<file path="src/rtl/parity_frame_rx.sv">
// Serial start/7-data/parity frame receiver with a one-entry output buffer.
// Optional saturating parity-error counter enabled by PARITY_RX_ERR_CNT_EN.
module parity_frame_rx #(
   parameter bit ODD_PARITY = 1'b0,
   parameter int ERR_CNT_W  = 8
) (
   input  logic                 clk,
   input  logic                 reset,
   input  logic                 sdi,
   input  logic                 sdi_valid,
   output logic                 sdi_ready,
   output logic [6:0]           d_out,
   output logic                 perr,
   output logic                 out_valid,
   input  logic                 out_ready,
   output logic [ERR_CNT_W-1:0] err_count
);

   typedef enum logic [1:0] {
      IDLE = 2'd0,
      DATA = 2'd1,
      PAR  = 2'd2,
      HOLD = 2'd3
   } state_t;

   state_t     state_q;
   logic [2:0] cnt_q;
   logic [6:0] shift_q;
   logic       par_q;
   logic [6:0] hold_word_q;
   logic       hold_err_q;
   logic [6:0] d_out_q;
   logic       perr_q;
   logic       out_valid_q;
   logic       sdi_ready_q;

   logic accept_s;
   logic err_s;
   logic buf_free_s;

   // Bit acceptance, frame parity verdict and output-buffer availability
   always_comb begin
      accept_s   = sdi_valid & sdi_ready_q;
      err_s      = par_q ^ sdi ^ ODD_PARITY;
      buf_free_s = ~out_valid_q | out_ready;
   end

   // Receive FSM, shift register and output buffer
   always_ff @(posedge clk) begin
      if (reset) begin
         state_q     <= IDLE;
         cnt_q       <= 3'd0;
         shift_q     <= 7'd0;
         par_q       <= 1'b0;
         hold_word_q <= 7'd0;
         hold_err_q  <= 1'b0;
         d_out_q     <= 7'd0;
         perr_q      <= 1'b0;
         out_valid_q <= 1'b0;
         sdi_ready_q <= 1'b1;
      end else begin
         // A drain clears the buffer unless a load below refills it this cycle
         if (out_valid_q && out_ready) begin
            out_valid_q <= 1'b0;
         end
         case (state_q)
            IDLE: begin
               if (accept_s && !sdi) begin
                  state_q <= DATA;
                  cnt_q   <= 3'd0;
                  par_q   <= 1'b0;
               end
            end
            DATA: begin
               if (accept_s) begin
                  shift_q[cnt_q] <= sdi;
                  par_q          <= par_q ^ sdi;
                  cnt_q          <= cnt_q + 3'd1;
                  if (cnt_q == 3'd6) begin
                     state_q <= PAR;
                  end
               end
            end
            PAR: begin
               if (accept_s) begin
                  if (buf_free_s) begin
                     d_out_q     <= shift_q;
                     perr_q      <= err_s;
                     out_valid_q <= 1'b1;
                     state_q     <= IDLE;
                  end else begin
                     hold_word_q <= shift_q;
                     hold_err_q  <= err_s;
                     sdi_ready_q <= 1'b0;
                     state_q     <= HOLD;
                  end
               end
            end
            HOLD: begin
               if (out_ready) begin
                  d_out_q     <= hold_word_q;
                  perr_q      <= hold_err_q;
                  out_valid_q <= 1'b1;
                  sdi_ready_q <= 1'b1;
                  state_q     <= IDLE;
               end
            end
            default: begin
               state_q     <= IDLE;
               sdi_ready_q <= 1'b1;
            end
         endcase
      end
   end

   assign sdi_ready = sdi_ready_q;
   assign d_out     = d_out_q;
   assign perr      = perr_q;
   assign out_valid = out_valid_q;

`ifdef PARITY_RX_ERR_CNT_EN
   logic                 load_err_s;
   logic [ERR_CNT_W-1:0] err_cnt_q;

   // An erroneous frame is counted when it lands in d_out, directly or from HOLD
   always_comb begin
      case (state_q)
         PAR:     load_err_s = accept_s & buf_free_s & err_s;
         HOLD:    load_err_s = out_ready & hold_err_q;
         default: load_err_s = 1'b0;
      endcase
   end

   // Saturating parity-error counter
   always_ff @(posedge clk) begin
      if (reset) begin
         err_cnt_q <= '0;
      end else if (load_err_s && (err_cnt_q != {ERR_CNT_W{1'b1}})) begin
         err_cnt_q <= err_cnt_q + ERR_CNT_W'(1);
      end else begin
         err_cnt_q <= err_cnt_q;
      end
   end

   assign err_count = err_cnt_q;
`else
   assign err_count = '0;
`endif

endmodule

</file>
<file path="config.mk">
export PLATFORM = sky130hd
export DESIGN_NAME = parity_frame_rx
export DESIGN_NICKNAME = d
export VERILOG_FILES = /design/src/rtl/parity_frame_rx.sv
export SDC_FILE = /design/constraint.sdc
export NUM_CORES = 1
export LEC_CHECK = 0
export ABC_AREA = 1
export BUFFER_PORTS_ARGS = -buffer_cell sky130_fd_sc_hd__buf_2
export CORE_AREA = 8 8 66 68
export CTS_CLUSTER_SIZE = 16
export DETAILED_ROUTE_END_ITERATION = 8
export DIE_AREA = 0 0 74 76
export GPL_ROUTABILITY_DRIVEN = 1
export PLACE_DENSITY = 0.74
export SLEW_MARGIN = 20
export SYNTH_ARGS = -nofsm -noshare
export SYNTH_HDL_FRONTEND = slang
export SYNTH_SLANG_ARGS = --single-unit
</file>
<file path="constraint.sdc">
create_clock -name clk -period 1.6 [get_ports clk]
set_input_delay 0.16 -clock clk [delete_from_list [all_inputs] [get_ports clk]]
set_output_delay 0.16 -clock clk [all_outputs]
set_load 0.05 [all_outputs]
</file>
==> flow_summary.ini, run 1 <==
[sta]
fmax_mhz = 698
skew_ns = 0.00467
rsz0062_at_grt = false
tns_ns = 0
setup_ws_ns = 0.168
tightest_slew_ns = 0.502
holdWs_ns = 0.139
hold_viol_final = 0
setup_viol = 0
slew_headroom_pct = 66.5
min_period_ns = 1.43
period_share_pct = 89.5
slew_viol_final = 0

[critical_path]
crit_path_end_kind = register
cp.required_ns = 1.87
crit_fanout = 9
critPathLaunchType = register
critPathArrivalTime_ns = 1.70
r2r_slack_ns = 0.17
crit_type = register to register

[grt]
grt_max_degree = 19
grtUsageTotal_pct = 12.2
grt_antenna_before_repair = 0
grt_pass1_vias = 1269
grt_pass1_wl_um = 5490
overflow = 0

[final_layout]
mostFrequentLayoutCells = nand2_1, nor2_1, dfxtp_1
final_common_cell = nand2_1
layoutNonFillerInstCount = 298
fin_util_pct = 50.6
final_nets = 258
fin_area_um2 = 1740
nFillCells = 353
diodes = 0
syn2layout_area_growth_pct = 7.49
drive_above_1_share_pct = 15.6

[synthesis]
synth_seq_area_share_pct = 38.3
yosys_warnings = 0
avgSynthCellArea_um2 = 6.95
syn_area_um2 = 1620
ys_seq_elements = 31
synth_cells = 233
ys_types = 25

[clocking]
post_cts_buffers = 0
clk_pin_slew_ns = 0.09
cts_resized = 0
cts_tree = yes
clk-insertion-delay-late_ns = 0.32
clk_path_buf_depth = 2
cts-root-buf = clkbuf_4
htree_levels = 2
cts_buffers = 5
numClockSinks = 31
cts_hold_buf = 0

[placed_design]
dp_cells = 292
hpwlAfterDp_um = 2410
io_buffers = 14
gp_congestion = 0.801
place_area_um2 = 1700
dp_slack_ns = 0.173

[power]
power_per_cell_area_nw_per_um2 = 1180
peakVddDrop_v = 0.000571
p_leak_nw = 0.830
p_total_mw = 2.05

[run]
drv_cap = 0

[outcome]
status = completed

[drt]
remaining_drc_errors = 0
drtAntennaViolNets = 0
wl_per_cell_um = 10.5
via_per_inst = 4.65
drtIter0Drc = 35
wl_um = 3140
first_pass_iters = 4
vias = 1385

[die]
die_height_um = 76
placementRows = 22
core_um2 = 3440
dieWidth_um = 74
start_util_pct = 47.1
dieArea_um2 = 5620
io_pins = 23

[hold_path]
hp-class = primary input to register
per-layer routing:
layer	vias to the layer above	global-route usage, %	part of all wire (%)
met5	-	0	0
met4	0	4.20	1.5
met3	6	4.34	6.8
met2	26	18.6	44
met1	603	15.2	48
li1	750	-	-
synthesized netlist by cell type, drive strengths merged:
cell / count / area [µm²]
a21oi: 16 / 80.1
dfxtp: 31 / 621
or2: 1 / 6.26
nand4: 1 / 6.26
nand3: 25 / 143
xor2: 1 / 8.76
conb: 1 / 3.75
clkinv: 1 / 5.00
nand2: 71 / 312
inv: 19 / 76.3
clkbuf: 1 / 3.75
nor2: 42 / 193
buf: 11 / 87.6
ha: 2 / 25.0
o21ai: 10 / 50.1
where the power goes:
group	total [mW]	internal, mW	switching, mW
Combinational	0.738	0.224	0.514
Sequential	0.912	0.826	0.0859
Clock	0.402	0.156	0.246
worst max-delay path, cell delays in order, from the launching register on:
cell	delay [ns]
dfxtp_1	0.58
nand2_2	0.21
clkinv_2	0.10
nand2_2	0.07
nand2_4	0.12
nand2_4	0.09
nand2_1	0.07
nand2_1	0.04
nor2_1	0.09
state kept, by name, indices dropped and copies added (netlist names):
signal,cells
d_out,7
par_q,1
out_valid,1
sdi_ready,1
hold_word_q,7
state_q,2
perr,1
shift_q,7
hold_err_q,1
cnt_q,3
area by class of cell:
type | count | area, µm² | share of cell area [%]
Tap cell | 48 | 60.1 | 3.45
Clock buffer | 6 | 41.3 | 2.37
Timing Repair Buffer | 16 | 85.1 | 4.89
Inverter | 20 | 81.3 | 4.67
Sequential cell | 31 | 621 | 35.6
Multi-Input combinational cell | 177 | 853 | 49.0
logic make-up after synthesis:
group	count (synthesis)	share of synthesized area, %
DFF	31	38.3
and+or+nand+nor	140	40.7
buffers and inverters	32	10.7
other	1	0.231
xor gates and xnor gates	1	0.541
adders and majority gates	2	1.54
AOI/OAI and AO/OA	26	8.03
path summary, 6_finish.rpt:
check	start	end	cells past startpoint
setup reg to reg	state_q[0]	perr	8
hold / removal	out_ready	sdi_ready	3
setup / recovery	state_q[0]	perr	8
hold reg to reg	d_out[0]	d_out[0]	2
No activity file was read; power rests on OpenSTA's default activity.
==> inputs of run 2 (changes only) <==
--- a/config.mk
+++ b/config.mk
@@ -8,11 +8,13 @@
 export ABC_AREA = 1
 export BUFFER_PORTS_ARGS = -buffer_cell sky130_fd_sc_hd__buf_2
 export CORE_AREA = 8 8 66 68
+export CTS_BUF_LIST = sky130_fd_sc_hd__clkbuf_16
 export CTS_CLUSTER_SIZE = 16
 export DETAILED_ROUTE_END_ITERATION = 8
 export DIE_AREA = 0 0 74 76
 export GPL_ROUTABILITY_DRIVEN = 1
 export PLACE_DENSITY = 0.74
+export REMOVE_ABC_BUFFERS = 1
 export SLEW_MARGIN = 20
 export SYNTH_ARGS = -nofsm -noshare
 export SYNTH_HDL_FRONTEND = slang
==> flow_summary.ini, run 2 (same netlist as run 1, synthesis figures left out) <==
[clocking]
htree_levels = 2
cts_hold_buf = 0
post_cts_buffers = 0
cts_buffers = 5
cts-root-buf = clkbuf_16
clk-insertion-delay-late_ns = 0.27
numClockSinks = 31
clk_pin_slew_ns = 0.05
cts_resized = 0
cts_tree = yes
clk_path_buf_depth = 2

[power]
peakVddDrop_v = 0.000822
p_leak_nw = 0.886
power_per_cell_area_nw_per_um2 = 1380

[drt]
wl_um = 3270
drtAntennaViolNets = 0
remaining_drc_errors = 0
via_per_inst = 4.74
vias = 1427
first_pass_iters = 4
drtIter0Drc = 88
wl_per_cell_um = 10.9

[grt]
grt-busiest-layer = met2
grt_pass1_vias = 1360
overflow = 0
met2_usage_pct = 20.5
grtUsageTotal_pct = 12.7
grt_max_degree = 19
grt_pass1_wl_um = 5830
grt_antenna_before_repair = 0
grt_use_met1_pct = 14.9
use_met3_pct = 3.29

[sta]
slew_headroom_pct = 64.8
holdWs_ns = 0.188
tightest_slew_ns = 0.528
min_period_ns = 1.36
hold_viol_final = 0
skew_ns = 0.00193
slew_viol_final = 0
fmax_mhz = 736
period_share_pct = 84.9
setup_viol = 0
tns_ns = 0
rsz0062_at_grt = false

[die]
start_util_pct = 47.1
core_um2 = 3440
io_pins = 23
die_height_um = 76
dieArea_um2 = 5620
placementRows = 22
dieWidth_um = 74

[final_layout]
final_common_cell = nand2_1
syn2layout_area_growth_pct = 13.9
nFillCells = 333
diodes = 0
drive_above_1_share_pct = 16.2
mostFrequentLayoutCells = nand2_1, nor2_1, dfxtp_1
layoutNonFillerInstCount = 301
final_nets = 259

[outcome]
status = completed

[hold_path]
hp-class = primary input to register
hp-start = out_ready

[critical_path]
critPathLaunchType = register
worstSetupStartpoint = state_q[0]
r2r-start = state_q[0]
crit_path_end_kind = register
r2r_slack_ns = 0.24
cp.required_ns = 1.77
crit_fanout = 6
critPathArrivalTime_ns = 1.53
crit_type = register to register

[run]
drv_cap = 0

[placed_design]
dp_cells = 293
hpwlAfterDp_um = 2420
gp_congestion = 0.808
io_buffers = 14
-- run 2: final cells by class --
class                   count  area [µm²]  share of cell area (%)
inverters                  20        81.3                    4.41
flip-flops and latches     31         621                    33.6
repair buffers             17        92.6                    5.02
well taps                  48        60.1                    3.25
clock inverters             3        12.5                   0.678
multi-input cells         177         853                    46.2
clock buffers               5         125                    6.78
-- run 2: metrics by stage --
stage | cell area (µm²) | utilization, % | total power, mW | setup slack [ns]
after floorplan | 1560 | - | 1.51 | 0.0626
after global placement | 1710 | 49.6 | 1.68 | 0.285
after detailed placement | 1710 | 49.6 | 1.69 | 0.249
after CTS | 1850 | 53.6 | 2.56 | 0.243
after global routing | 1850 | 53.6 | 2.69 | 0.108
final | 1850 | 53.6 | 2.55 | 0.241
-- run 2: path summary, 6_finish.rpt --
kind           endpoint  depth (start not counted)
min           sdi_ready                          3
max reg2reg  shift_q[4]                          7
min reg2reg    d_out[3]                          2
max          shift_q[4]                          7
-- run 2: critical path: stages (launching register included) --
cell	delay, ns
dfxtp_1	0.58
nand2_4	0.13
inv_1	0.12
nand3_2	0.12
nor2_1	0.15
nand2_1	0.06
nand2_1	0.06
nor2_1	0.04
-- run 2: routing by layer --
metal / routed length, µm / vias to the layer above
met4: 46 / 0
met1: 1510 / 625
met2: 1490 / 36
met3: 230 / 5
met5: 0 / -
li1: - / 761
-- run 2: power by group --
part	switching [mW]	internal, mW
sequential	0.0895	0.829
clock	0.313	0.560
combinational	0.530	0.230
